[config.mk]
export PLATFORM = sky130hd
export DESIGN_NAME = sync_fifo_read_counter
export DESIGN_NICKNAME = d
export VERILOG_FILES = /design/src/rtl/sync_fifo_read_counter.sv
export SDC_FILE = /design/constraint.sdc
export NUM_CORES = 1
export LEC_CHECK = 0
export BUFFER_PORTS_ARGS = -buffer_cell sky130_fd_sc_hd__buf_2
export CAP_MARGIN = 15
export CORE_MARGIN = 2
export CORE_UTILIZATION = 40
export CTS_CLUSTER_DIAMETER = 40
export DETAILED_ROUTE_END_ITERATION = 10
export HOLD_SLACK_MARGIN = 0.12
export PLACE_DENSITY = 0.7
export SLEW_MARGIN = 20
export SYNTH_ARGS = -nofsm -noshare
export SYNTH_HDL_FRONTEND = slang
export SYNTH_SLANG_ARGS = --single-unit
[constraint.sdc]
create_clock -name clk -period 2.2 [get_ports clk]
set_input_delay 0.33 -clock clk [delete_from_list [all_inputs] [get_ports clk]]
set_output_delay 0.33 -clock clk [all_outputs]
set_load 0.1 [all_outputs]
[src/rtl/sync_fifo_read_counter.sv]
// sync_fifo_read_counter: read-side pointer, empty/occupancy and underflow logic of a single-clock FIFO
// Ports:
//   clk, rst_n          - clock, asynchronous active-low reset
//   read_enable         - consumer read request
//   write_pointer_gray  - Gray write pointer from the write side
//   empty               - read pointer equals write pointer (including wrap bit)
//   read_enable_out     - read request qualified by not-empty; strobes the RAM read port
//   read_pointer        - RAM read address
//   read_pointer_gray   - registered Gray read pointer for the write side's full flag
//   fill_count          - occupancy, 0..2**ADDR_WIDTH
//   underflow           - sticky, set by a read request while empty
module sync_fifo_read_counter #(
    parameter int ADDR_WIDTH = 3
) (
    input  logic                  clk,
    input  logic                  rst_n,
    input  logic                  read_enable,
    input  logic [ADDR_WIDTH:0]   write_pointer_gray,
    output logic                  empty,
    output logic                  read_enable_out,
    output logic [ADDR_WIDTH-1:0] read_pointer,
    output logic [ADDR_WIDTH:0]   read_pointer_gray,
    output logic [ADDR_WIDTH:0]   fill_count,
    output logic                  underflow
);
    logic [ADDR_WIDTH:0] rd_bin_q, rd_bin_d, rd_gray_q, rd_gray_d, wr_bin;
    logic                underflow_q, underflow_d;
    always_comb begin
        wr_bin = '0;
        // binary bit i is the XOR of all Gray bits at and above i
        for (int i = 0; i <= ADDR_WIDTH; i++) wr_bin[i] = ^(write_pointer_gray >> i);
        empty           = rd_gray_q == write_pointer_gray;
        read_enable_out = read_enable & ~empty;
        rd_bin_d        = read_enable_out ? rd_bin_q + 1'b1 : rd_bin_q;
        rd_gray_d       = rd_bin_d ^ (rd_bin_d >> 1);
        underflow_d     = underflow_q | (read_enable & empty);
        fill_count      = wr_bin - rd_bin_q;
    end
    always_ff @(posedge clk or negedge rst_n) begin
        if (!rst_n) begin
            rd_bin_q    <= '0;
            rd_gray_q   <= '0;
            underflow_q <= 1'b0;
        end else begin
            rd_bin_q    <= rd_bin_d;
            rd_gray_q   <= rd_gray_d;
            underflow_q <= underflow_d;
        end
    end
    assign read_pointer      = rd_bin_q[ADDR_WIDTH-1:0];
    assign read_pointer_gray = rd_gray_q;
    assign underflow         = underflow_q;
endmodule

==> summary.md, run 1 <==
| Metric | Value |
|---|---|
| Crit Path Max Fanout | `3` |
| Routed Antenna Nets | `0` |
| Synth top area share | `33.1%` |
| Slew Limit Fails | `0` |
| First-pass GRT wire length | `2.35 mm` |
| Iteration-0 DRC Markers | `1` |
| Mapped Nets | `68` |
| Fin nets | `102` |
| Grt ovf | `0` |
| Initial Utilization | `41.6%` |
| Fmax | `430 MHz` |
| Initial antenna violation count | `0` |
| Failing checks | `setup timing` |
| Max-cap viol count | `0` |
| Top area cells in the synthesized netlist | `dfrtp_1, xnor2_1, ha_1` |
| Delay-heaviest family, CP | `XOR/XNOR gates` |
| Worst-case clock buffer depth | `2` |
| Setup crit start kind | `input pin` |
| CP bufs+invs | `4` |
| I/O Buffers | `20` |
| Netlist cell types | `22` |
| Std cell rows | `14` |
| Overall Global Routing Usage | `17.5%` |
| Vias | `520` |
| Tcrit/Tclk final | `106%` |
| Yosys Warn Count | `0` |
| Slew @ Worst Pin | `0.486 ns` |
| Worst Path Class, Setup | `input pin to output port` |
| Fin Setup TNS | `-0.249 ns` |
| Antenna diodes | `0` |
| Worst path cell trace | `buf_12, xor2_4, xnor2_2, xor2_1, ha_2, inv_1, a21o_1, a21oi_2, buf_4, xnor2_4, buf_12` |
| Vias per cell | `4.95` |
| RSZ-0062 raised after global routing | `true` |
| Crit path time final | `2.33 ns` |
| Clock skew | `0.0111 ns` |
| Worst min path class | `input pin to register` |
| Status | `finished with violations` |
| Htree depth | `1` |
| Top sig layer | `met4` |
| Yosys top cell by area | `dfrtp_1` |
| Die W | `42.9 µm` |
| Register area share after synthesis | `33.1%` |
| Share of cells above drive strength 1 | `58.4%` |
| IO Pins | `21` |
| Synthesized area | `604 µm²` |
| Max_slew headroom | `67.8%` |
| Die ar. | `1840 µm²` |
| CP dominant cell by count | `buf_12` |
| CTS buffer count | `3` |
| Largest net degree at the start of global routing | `10` |
| Flops & latches, synth | `8` |
| Met1 Wirelength | `566 µm` |
| Clock-pin slew on the worst setup and hold paths | `0.05 ns` |
| DRC | `0` |
| HPWL Detailed | `1.09 mm` |
| Final WS setup | `-0.128 ns` |
| Syn-to-layout area delta | `74.1%` |
| # clock sinks | `8` |
| Die H | `42.9 µm` |
| Crit. End Element | `output port` |
| Req. time, crit path | `1.87 ns` |
| Avg Cell Area, Syn | `10.8 µm²` |
| Final setup violation count | `3` |
| Avg WL per Cell | `13.0 µm` |
| CTS tree | `done` |
| Worst-Skew Late Latency | `0.26 ns` |
| Final Hold Viols | `0` |
| Crit path arrival time | `2.00 ns` |
| Vias in the first global route | `543` |
| Critical Path Max Stage Delay | `0.22 ns` |
| Area of the core | `1450 µm²` |
| Met3 routed WL | `63 µm` |
| GPL Wtd Cong | `0.778` |
| Synth Instances | `56` |
| WL final | `1.36 mm` |
| WL met2 | `711 µm` |
| Root Buffer | `clkbuf_4` |
| TritonRoute pass-1 iters | `3` |
| Slowest CP cell | `ha_2` |
[stage by stage]
stage,setup slack (ns),utilization [%],hold WS [ns],cells,area (µm²)
2_1_floorplan,-0.154,-,0.0344,56,736
3_3_place_gp,-0.200,67.1,0.178,98,976
3_5_place_dp,-0.276,67.1,0.181,98,976
4_1_cts,-0.184,72.4,0.326,105,1050
5_1_grt,-0.251,72.4,0.340,105,1050
6_report,-0.128,72.4,0.338,105,1050
[flip-flops by register name, indices dropped and copies added, names as in the netlist]
register and flops:
rd_bin_q 4, underflow 1, read_pointer_gray 3
[final timing paths]
path	slack, ns	cells past startpoint	endpoint	start
worst max register to register	0.56	4	read_pointer_gray[2]	read_pointer_gray[0]
max in group asynchronous	1.54	2	read_pointer_gray[2]	rst_n
worst min register to register	0.48	1	underflow	underflow
worst min-delay path	0.34	2	underflow	read_enable
min in group asynchronous	0.46	2	read_pointer_gray[1]	rst_n
worst max-delay path	-0.13	11	fill_count[3]	write_pointer_gray[2]
[synthesized netlist by cell type]
cell type  instances
a21o_1             1
a21o_2             1
a21oi_1            1
a2bb2oi_1          1
a311o_1            1
a41oi_1            1
a41oi_4            1
and4_4             1
dfrtp_1            8
fa_1               1
ha_1               4
inv_1              8
mux2i_1            3
nand2_1            4
nand3b_1           1
nand4_1            1
nor2_1             1
o21ai_0            1
o311a_1            1
xnor2_1           10
xnor2_2            1
xor2_1             4
[cell usage in the layout (no fill, tap or decap)]
cell and instances:
a311o_1 1, a41oi_1 1, nand3b_1 1, dfrtp_4 5
clkbuf_1 1, nand4_1 1, clkbuf_4 3, buf_12 6
a21oi_2 1, a2bb2oi_1 1, dlygate4sd3_1 1, xnor2_4 4
buf_4 8, ha_2 1, xor2_4 1, buf_6 1
and4_4 1, xor2_1 3, xnor2_1 5, inv_1 7
fa_2 1, clkinvlp_4 1, dfrtp_2 2, o21ai_0 1
o311a_1 1, a21o_2 1, mux2i_1 3, nand2_1 4
ha_1 3, a21o_1 1, buf_2 13, xnor2_2 2
a41oi_4 1, dfrtp_1 1, nor2_1 1
[kinds of logic (layout without fill, tap and decap cells)]
logic type / after synthesis / after routing / synth area share, %
AOI/OAI and AO/OA: 9 / 9 / 15.1
DFF: 8 / 8 / 33.1
xor gates and xnor gates: 15 / 15 / 23.0
adders and majority gates: 5 / 5 / 11.6
muxes: 3 / 3 / 4.97
buffers and inverters: 8 / 41 / 4.97
and+or+nand+nor: 8 / 8 / 7.25
[repair_timing]
action | in CTS | in global routing
endpoints found under the setup margin | 3 | 3
resized for setup | 7 | 0
hold buffers | 1 | 0
endpoints found under the hold margin | 8 | 0
buffers inserted | 2 | 0
pin swaps | 8 | 3
[layer usage]
metal	global-route usage [%]	up-vias
li1	-	256
met1	20.7	246
met2	28.8	14
met3	2.98	4
met4	11.3	0
met5	0	-
[layout make-up]
| cell class | instances | area (µm²) |
|---|---|---|
| multi-input cells | 40 | 484 |
| well taps | 16 | 20.0 |
| flip-flops and latches | 8 | 221 |
| clock buffers | 4 | 26.3 |
| inverters | 8 | 33.8 |
| fillers | 114 | 402 |
| repair buffers | 29 | 267 |
Power of run 1 is left out: the tool's default activity adds up to more than one toggle a clock period on the data nets, which glitch-free logic cannot reach.
==> inputs of run 2 (changes only) <==
- SKIP_CTS_REPAIR_TIMING: unset -> 1
==> run 2 against run 1 <==
Net effect:
- the run still ends with setup timing left
- setup slack worse by 0.094 ns
- cell area is 1.8% higher
- global-route usage is 0.44 points lower
- wire length is 3.0% higher
- count of clock-buffer cells in the layout stayed put
- register-to-register slack hardly changed
- clock skew hardly changed
- cell count is 1.9% higher
- sequential share of layout area is 0.37 points lower
- critical endpoint is now fill_count[1]
==> summary.md, run 2 (synthesized netlist as in run 1, its figures left out) <==
| Metric | Value |
|---|---|
| Status | `finished with violations` |
| Failing checks | `setup timing` |
| Worst-case clock buffer depth | `2 (unchanged)` |
| I/O Buffers | `20 (unchanged)` |
| Grt ovf | `0 (unchanged)` |
| Antenna diodes | `0 (unchanged)` |
| Std cell rows | `14 (unchanged)` |
| Most frequent cells in the layout | `buf_2, buf_4, inv_1, buf_12` |
| Iteration-0 DRC Markers | `1 (unchanged)` |
| Syn-to-layout area delta | `77.2%` |
| Worst-Skew Late Latency | `0.26 ns (about the same)` |
| Fmax | `413 MHz (-3.9%)` |
| Crit. End Element | `output port` |
| Req. time, crit path | `1.87 ns (about the same)` |
| Initial antenna violation count | `0 (unchanged)` |
| Share of cells above drive strength 1 | `59.3% (+0.91 points)` |
| RSZ-0062 raised after global routing | `true` |
| DRC | `0 (unchanged)` |
| WL final | `1.40 mm (+3.0%)` |
| Worst Path Class, Setup | `input pin to output port` |
| Root Buffer | `clkbuf_4` |
| HPWL Detailed | `1.09 mm (unchanged)` |
| Vias per cell | `4.93 (-0.55%)` |
| Max reg flops | `4 (unchanged)` |
| Tcrit/Tclk final | `110% (+4.3 points)` |
| Vias | `527 (+1.3%)` |
| Vias in the first global route | `528 (-2.8%)` |
| Crit path time final | `2.42 ns (+0.0936 ns)` |
| TritonRoute pass-1 iters | `3 (unchanged)` |
| Fin nets | `104 (+2.0%)` |
| Overall Global Routing Usage | `17.0% (-0.44 points)` |
| Commonest non-fill, non-tap cell in the layout | `buf_2` |
| Clock skew | `0.0112 ns (+0.000110 ns)` |
| Die ar. | `1840 µm² (unchanged)` |
| Htree depth | `1 (unchanged)` |
| GPL Wtd Cong | `0.778 (unchanged)` |
| Die W | `42.9 µm (unchanged)` |
| Final Hold Viols | `0 (unchanged)` |
| First-pass GRT wire length | `2.29 mm (-2.6%)` |
| Largest net degree at the start of global routing | `10 (unchanged)` |
| CTS buffer count | `3 (unchanged)` |
| Routed Antenna Nets | `0 (unchanged)` |
| IO Pins | `21 (unchanged)` |
| Max_slew headroom | `67.8% (about the same)` |
| Final WS setup | `-0.222 ns (-0.0936 ns)` |
| Final setup violation count | `3 (unchanged)` |
| Reg-to-reg slack, setup | `0.56 ns (about the same)` |
| Crit path arrival time | `2.09 ns (+0.09 ns)` |
| Initial Utilization | `41.6% (unchanged)` |
| Crit Path Max Fanout | `2 (-1)` |
| Setup crit start kind | `input pin` |
| # clock sinks | `8 (unchanged)` |
| CTS tree | `done` |
| Clock-pin slew on the worst setup and hold paths | `0.05 ns (about the same)` |
| Slew Limit Fails | `0 (unchanged)` |
| Max-cap viol count | `0 (unchanged)` |
| Fin Setup TNS | `-0.532 ns (-0.283 ns)` |
| Avg WL per Cell | `13.1 µm (+1.1%)` |
| Largest reg by FF count | `rd_bin_q` |
| Die H | `42.9 µm (unchanged)` |
| Area of the core | `1450 µm² (unchanged)` |
| Worst min path class | `input pin to register` |
| Slew @ Worst Pin | `0.486 ns (+0.000476 ns)` |
==> run 2: worst paths after layout <==
path                                       start              endpoint  depth (start not counted)
max                        write_pointer_gray[2]         fill_count[1]                          9
min in group asynchronous                  rst_n  read_pointer_gray[1]                          2
min                                  read_enable             underflow                          2
max reg2reg                 read_pointer_gray[0]  read_pointer_gray[2]                          4
min reg2reg                            underflow             underflow                          1
max in group asynchronous                  rst_n  read_pointer_gray[2]                          2
==> run 2: area by class of cell <==
cell class                 count  area [µm²]
inverter                       8        33.8
multi-input combinational     40         484
clock buffer                   4        26.3
fill                         108         383
sequential                     8         221
tap                           16        20.0
timing repair buffer          31         285
==> run 2: through the flow <==
step                cell area, µm²  utilization, %  hold WS [ns]  setup slack, ns  std cells
detailed placement             976            67.1         0.181           -0.276         98
finish                        1070            73.7         0.339           -0.222        107
CTS                           1000            68.9        -0.111           -0.289        102
floorplan                      736               -        0.0344           -0.154         56
global route                  1070            73.7         0.340           -0.259        107
global placement               976            67.1         0.178           -0.200         98
==> run 2: worst max-delay path: stages <==
cell and delay, ns:
buf_12 0.11, xor2_4 0.18, xnor2_2 0.16, xor2_1 0.18, ha_2 0.21, buf_6 0.11, fa_2 0.54, clkinvlp_4 0.10
buf_12 0.17
==> run 2: routing by layer <==
| layer | vias up | GRT usage, % | wire length [µm] |
|---|---|---|---|
| li1 | 260 | - | - |
| met1 | 249 | 20.4 | 589 |
| met3 | 4 | 2.98 | 55 |
| met5 | - | 0 | 0 |
| met4 | 0 | 11.3 | 22 |
| met2 | 14 | 27.6 | 736 |
Power of run 2 is left out for the same reason.
